[config.mk]
export PLATFORM = sky130hd
export DESIGN_NAME = regfile_wb_arbiter
export DESIGN_NICKNAME = d
export VERILOG_FILES = /design/src/rtl/regfile_wb_arbiter_pkg.sv /design/src/rtl/regfile_wb_arbiter_hold_buf.sv /design/src/rtl/regfile_wb_arbiter.sv
export SDC_FILE = /design/constraint.sdc
export NUM_CORES = 1
export LEC_CHECK = 0
export ABC_CLOCK_PERIOD_IN_PS = 4100
export CAP_MARGIN = 20
export CORE_MARGIN = 1
export CORE_UTILIZATION = 40
export DETAILED_ROUTE_END_ITERATION = 6
export HOLD_SLACK_MARGIN = 0.1
export PLACE_DENSITY = 0.72
export SLEW_MARGIN = 20
export SYNTH_ARGS = -nofsm -noshare
export SYNTH_HDL_FRONTEND = slang
export SYNTH_SLANG_ARGS = --single-unit
[constraint.sdc]
create_clock -name clk -period 4.1 [get_ports clk]
set_clock_uncertainty 0.15 [all_clocks]
set_input_delay 0.82 -clock clk [delete_from_list [all_inputs] [get_ports clk]]
set_output_delay 0.82 -clock clk [all_outputs]
set_load 0.01 [all_outputs]
[src/rtl/regfile_wb_arbiter_pkg.sv]
// Shared constants and types for the register-file writeback arbiter.
package regfile_wb_arbiter_pkg;

    localparam int unsigned XLEN_DEF = 32;
    localparam int unsigned AW_DEF   = 5;

    localparam int unsigned REQ_ALU  = 0;
    localparam int unsigned REQ_LSU  = 1;
    localparam int unsigned NUM_REQ  = 2;

    typedef enum logic {
        ReqAlu = 1'b0,
        ReqLsu = 1'b1
    } req_e;

endpackage

[src/rtl/regfile_wb_arbiter_hold_buf.sv]
// wb_hold_buf: single-entry writeback holding buffer (valid, destination register, data).
module wb_hold_buf #(
    parameter int unsigned XLEN = 32,
    parameter int unsigned AW   = 5
) (
    input  logic            clk,
    input  logic            rst,
    input  logic            push_i,
    input  logic            pop_i,
    input  logic [AW-1:0]   rd_i,
    input  logic [XLEN-1:0] data_i,
    output logic            valid_o,
    output logic [AW-1:0]   rd_o,
    output logic [XLEN-1:0] data_o
);

    logic            valid_d, valid_q;
    logic [AW-1:0]   rd_d, rd_q;
    logic [XLEN-1:0] data_d, data_q;

    // A push on the same edge as a pop refills the entry with the new request.
    always_comb begin
        valid_d = valid_q;
        rd_d    = rd_q;
        data_d  = data_q;
        if (push_i) begin
            valid_d = 1'b1;
            rd_d    = rd_i;
            data_d  = data_i;
        end else if (pop_i) begin
            valid_d = 1'b0;
        end
    end

    always_ff @(posedge clk or posedge rst) begin
        if (rst) begin
            valid_q <= 1'b0;
            rd_q    <= '0;
            data_q  <= '0;
        end else begin
            valid_q <= valid_d;
            rd_q    <= rd_d;
            data_q  <= data_d;
        end
    end

    assign valid_o = valid_q;
    assign rd_o    = rd_q;
    assign data_o  = data_q;

endmodule

[src/rtl/regfile_wb_arbiter.sv]
// Two-requester (ALU, LSU) register-file writeback arbiter with oldest-first grant.
// Optional macro WB_FWD_EN adds two forwarding lookup ports into the holding buffers.
module regfile_wb_arbiter
    import regfile_wb_arbiter_pkg::*;
#(
    parameter int unsigned XLEN = XLEN_DEF,
    parameter int unsigned AW   = AW_DEF
) (
    input  logic            clk,
    input  logic            rst,
    input  logic            alu_vld,
    output logic            alu_rdy,
    input  logic [AW-1:0]   alu_rd,
    input  logic [XLEN-1:0] alu_data,
    input  logic            lsu_vld,
    output logic            lsu_rdy,
    input  logic [AW-1:0]   lsu_rd,
    input  logic [XLEN-1:0] lsu_data,
    output logic            we,
    output logic [AW-1:0]   wa,
    output logic [XLEN-1:0] wd,
    output logic            idle
`ifdef WB_FWD_EN
    ,
    input  logic [AW-1:0]   fa1,
    input  logic [AW-1:0]   fa2,
    output logic            fhit1,
    output logic            fhit2,
    output logic [XLEN-1:0] fdata1,
    output logic [XLEN-1:0] fdata2
`endif
);

    logic [NUM_REQ-1:0] buf_vld;
    logic [AW-1:0]      buf_rd   [NUM_REQ];
    logic [XLEN-1:0]    buf_data [NUM_REQ];
    logic [NUM_REQ-1:0] gnt;
    logic [NUM_REQ-1:0] push;
    logic [NUM_REQ-1:0] vld_nxt;

    // older_q names the older entry; only meaningful while both buffers are valid.
    req_e older_d, older_q;
    req_e rr_d, rr_q;

    assign push[REQ_ALU] = alu_vld & alu_rdy;
    assign push[REQ_LSU] = lsu_vld & lsu_rdy;

    wb_hold_buf #(
        .XLEN (XLEN),
        .AW   (AW)
    ) u_alu_buf (
        .clk     (clk),
        .rst     (rst),
        .push_i  (push[REQ_ALU]),
        .pop_i   (gnt[REQ_ALU]),
        .rd_i    (alu_rd),
        .data_i  (alu_data),
        .valid_o (buf_vld[REQ_ALU]),
        .rd_o    (buf_rd[REQ_ALU]),
        .data_o  (buf_data[REQ_ALU])
    );

    wb_hold_buf #(
        .XLEN (XLEN),
        .AW   (AW)
    ) u_lsu_buf (
        .clk     (clk),
        .rst     (rst),
        .push_i  (push[REQ_LSU]),
        .pop_i   (gnt[REQ_LSU]),
        .rd_i    (lsu_rd),
        .data_i  (lsu_data),
        .valid_o (buf_vld[REQ_LSU]),
        .rd_o    (buf_rd[REQ_LSU]),
        .data_o  (buf_data[REQ_LSU])
    );

    always_comb begin
        gnt = buf_vld;
        if (buf_vld[REQ_ALU] && buf_vld[REQ_LSU]) begin
            gnt = '0;
            if (older_q == ReqAlu) begin
                gnt[REQ_ALU] = 1'b1;
            end else begin
                gnt[REQ_LSU] = 1'b1;
            end
        end
    end

    assign alu_rdy = ~buf_vld[REQ_ALU] | gnt[REQ_ALU];
    assign lsu_rdy = ~buf_vld[REQ_LSU] | gnt[REQ_LSU];
    assign idle    = ~|buf_vld;

    // Writes to x0 are drained silently.
    always_comb begin
        we = 1'b0;
        wa = '0;
        wd = '0;
        if (gnt[REQ_ALU] && (buf_rd[REQ_ALU] != '0)) begin
            we = 1'b1;
            wa = buf_rd[REQ_ALU];
            wd = buf_data[REQ_ALU];
        end else if (gnt[REQ_LSU] && (buf_rd[REQ_LSU] != '0)) begin
            we = 1'b1;
            wa = buf_rd[REQ_LSU];
            wd = buf_data[REQ_LSU];
        end
    end

    assign vld_nxt = push | (buf_vld & ~gnt);

    always_comb begin
        older_d = older_q;
        rr_d    = rr_q;
        if (push[REQ_ALU] && push[REQ_LSU]) begin
            older_d = rr_q;
            rr_d    = (rr_q == ReqAlu) ? ReqLsu : ReqAlu;
        end else if (push[REQ_ALU] && vld_nxt[REQ_LSU]) begin
            older_d = ReqLsu;
        end else if (push[REQ_LSU] && vld_nxt[REQ_ALU]) begin
            older_d = ReqAlu;
        end
    end

    always_ff @(posedge clk or posedge rst) begin
        if (rst) begin
            older_q <= ReqAlu;
            rr_q    <= ReqAlu;
        end else begin
            older_q <= older_d;
            rr_q    <= rr_d;
        end
    end

`ifdef WB_FWD_EN
    logic [AW-1:0]   fa      [2];
    logic [1:0]      fhit;
    logic [XLEN-1:0] fdata   [2];
    logic [1:0]      fm_alu;
    logic [1:0]      fm_lsu;

    assign fa[0] = fa1;
    assign fa[1] = fa2;

    // When both entries match, the younger (not older_q) one holds the newest value.
    always_comb begin
        for (int n = 0; n < 2; n++) begin
            fm_alu[n] = buf_vld[REQ_ALU] && (buf_rd[REQ_ALU] == fa[n]) && (fa[n] != '0);
            fm_lsu[n] = buf_vld[REQ_LSU] && (buf_rd[REQ_LSU] == fa[n]) && (fa[n] != '0);
            fhit[n]   = fm_alu[n] | fm_lsu[n];
            fdata[n]  = '0;
            if (fm_alu[n] && fm_lsu[n]) begin
                fdata[n] = (older_q == ReqAlu) ? buf_data[REQ_LSU] : buf_data[REQ_ALU];
            end else if (fm_alu[n]) begin
                fdata[n] = buf_data[REQ_ALU];
            end else if (fm_lsu[n]) begin
                fdata[n] = buf_data[REQ_LSU];
            end
        end
    end

    assign fhit1  = fhit[0];
    assign fhit2  = fhit[1];
    assign fdata1 = fdata[0];
    assign fdata2 = fdata[1];
`endif

endmodule

==> results.json <==
{
  "fp.dieW_um": 94.3,
  "num_vias": 2331,
  "place_area_um2": 4650,
  "grt_pass1_vias": 2470,
  "synth_cell_types": 26,
  "wl_um": 7740,
  "grtUsageTotal_pct": 18.3,
  "synth.avg_cell_area_um2": 14.9,
  "maxCapViolations": 0,
  "ys_ff_latch": 78,
  "antenna_cells_inserted": 0,
  "syn_nets": 306,
  "crit_fanout": 18,
  "wl_met2_um": 3650,
  "core_area_um2": 8220,
  "p_leak_nw": 2.02,
  "wl_met1_um": 3510,
  "dr.first_iter.drc_count": 30,
  "worst_r2r_path_depth": 4,
  "powerDensity_nw_per_um2": 597,
  "yosysSeqAreaShare_pct": 57.3,
  "reg2reg_slack_ns": 1.77,
  "end_kind": "primary output",
  "hp-start": "u_lsu_buf.data_o[0]$_DFFE_PP0P_",
  "crit_arrival_ns": 2.72,
  "slew-limit-headroom_pct": 36.6,
  "cts_buffer_depth": 2,
  "mostFrequentLayoutCells": "118 x clkdlybuf4s50_1, 78 x dfrtp_1, 70 x mux2_2",
  "post_cts_buffers": 0,
  "ys_warn_count": 0,
  "grt_max_degree": 39,
  "cts.hold.buffers_added": 0,
  "nNetsFinal": 426,
  "fmax_ghz": 0.271,
  "fin_crit_sh_pct": 90.1,
  "crit_path_start_kind": "flip-flop",
  "clock_latency_ns": 0.34,
  "place_congestion": 0.774,
  "cts_buffers": 9,
  "netlist_area_um2": 3400,
  "clkSlewWorstSetupHoldPaths_ns": 0.08,
  "viasPerCell": 5.09,
  "drtPass1Iterations": 4,
  "status": "completed",
  "syn_inst": 228,
  "max_stage_delay_ns": 0.72,
  "holdPathStages": 1,
  "top_layer_used": "met4",
  "rr_startpoint": "u_alu_buf.valid_o$_DFFE_PP0P_",
  "syn_to_final_growth_pct": 43.5,
  "grt_first_pass_wirelength_um": 12200,
  "hold_violations": 0,
  "fin_crit_ns": 3.69,
  "worstHoldEndpoint": "u_lsu_buf.data_o[0]$_DFFE_PP0P_",
  "grt-ovfl-total": 0,
  "cp_num_buf_inv": 3,
  "path_cells": "inv_2 > a221oi_4 > buf_4 > a22o_1 > clkdlybuf4s50_1",
  "drc_errors": 0,
  "drv_slew": 0,
  "critPathSlowestCell": "a221oi_4",
  "antenna_found_initial": 0,
  "cts_tree": "yes",
  "vdd_drop_max_v": 0.000311,
  "place_ws_ns": 0.771,
  "fin_ws_ns": 0.407,
  "clock-sinks": 78,
  "fin_area_um2": 4880,
  "rsz0062_at_grt": "no",
  "layout-drive-gt1-share_pct": 28.3,
  "port-buffer-count": 118,
  "start_util_pct": 41.4,
  "root_buffer": "clkbuf_8",
  "setup_tns_ns": 0,
  "h-tree-depth": 3,
  "routedWlPerCell_um": 16.9,
  "dieArea_um2": 8880,
  "finalSetupViolCount": 0,
  "hp-class": "reg2reg",
  "layout_commonest_cell": "clkdlybuf4s50_1",
  "worst_pin_slew_ns": 0.948,
  "cp.required_ns": 3.13,
  "rows": 33,
  "die_h_um": 94.3,
  "wl_met3_um": 465,
  "ctsResizeCount": 0,
  "postRouteAntennaNets": 0,
  "num_io_pins": 119,
  "cp_top_family": "buffers and inverters",
  "hpwl_um": 5360,
  "r2r_end": "u_lsu_buf.data_o[1]$_DFFE_PP0P_",
  "critPathKind": "reg2out"
}
## through the flow
step / cells / hold WS [ns] / utilization, % / total power [mW]
3_3_place_gp: 441 / 0.331 / 56.4 / 2.25
2_1_floorplan: 228 / 0.312 / - / 1.77
6_report: 458 / 0.362 / 59.4 / 2.92
5_1_grt: 458 / 0.374 / 59.4 / 3.08
4_1_cts: 458 / 0.364 / 59.4 / 2.94
3_5_place_dp: 442 / 0.344 / 56.6 / 2.29
## report_power, final
group          total, mW  switching, mW  internal, mW
registers           1.10          0.130         0.973
logic               1.16          0.458         0.704
clock network      0.650          0.286         0.364
total               2.92          0.875          2.04
## routing by layer
layer	up-vias	global-route usage, %
li1	1092	-
met5	-	0
met1	1151	24.3
met4	0	7.31
met2	77	29.1
met3	11	3.88
## state kept, by name, indices dropped and copies added (netlist names)
register and cells:
u_lsu_buf.valid_o 1, older_q 1, u_lsu_buf.rd_o 5, u_alu_buf.data_o 32, u_alu_buf.rd_o 5, u_lsu_buf.data_o 32, u_alu_buf.valid_o 1, rr_q 1
## worst max path at each step
stage	startpoint	endpoint	slack [ns]	cells past startpoint
floorplan	rst	older_q$_DFFE_PP0P_	1.13	1
global placement	older_q$_DFFE_PP0P_	wd[0]	0.86	5
detailed placement	older_q$_DFFE_PP0P_	wd[18]	0.77	5
CTS	older_q$_DFFE_PP0P_	wd[18]	0.36	5
global route	older_q$_DFFE_PP0P_	wd[13]	0.20	5
finish	older_q$_DFFE_PP0P_	wd[18]	0.41	5
## synthesized netlist by cell type
cell / n / area (um^2)
dfrtp_1: 78 / 1950
mux2_2: 70 / 788
a22o_1: 35 / 307
buf_4: 9 / 67.6
inv_1: 4 / 15.0
mux2_1: 4 / 45.0
a22o_2: 3 / 30.0
buf_6: 3 / 33.8
nand3_1: 3 / 15.0
a21oi_1: 2 / 10.0
nand2_1: 2 / 7.51
a21boi_1: 1 / 7.51
a221oi_4: 1 / 26.3
a31oi_1: 1 / 6.26
buf_2: 1 / 5.00
inv_2: 1 / 3.75
nand2_2: 1 / 6.26
nand2b_1: 1 / 6.26
nor2_1: 1 / 3.75
nor4_1: 1 / 6.26
o21a_4: 1 / 15.0
o21ai_0: 1 / 5.00
o21ai_4: 1 / 16.3
or2_1: 1 / 6.26
or4_4: 1 / 11.3
xnor2_1: 1 / 8.76
## cell families after synthesis
family / count (synthesis) / share of synthesized area (%)
buffers and inverters: 18 / 3.67
xor gates and xnor gates: 1 / 0.257
muxes: 74 / 24.5
AOI/OAI and AO/OA: 46 / 12.4
DFF: 78 / 57.3
and+or+nand+nor: 11 / 1.84
## final cells by class
| cell class | count | area, um^2 |
|---|---|---|
| clock inverter | 6 | 92.6 |
| fill | 679 | 3330 |
| multi-input combinational | 132 | 1330 |
| clock buffer | 10 | 138 |
| inverter | 5 | 20.0 |
| timing repair buffer | 122 | 1220 |
| sequential | 78 | 1950 |
| tap | 105 | 131 |
Power figures use the tool's default switching activity.
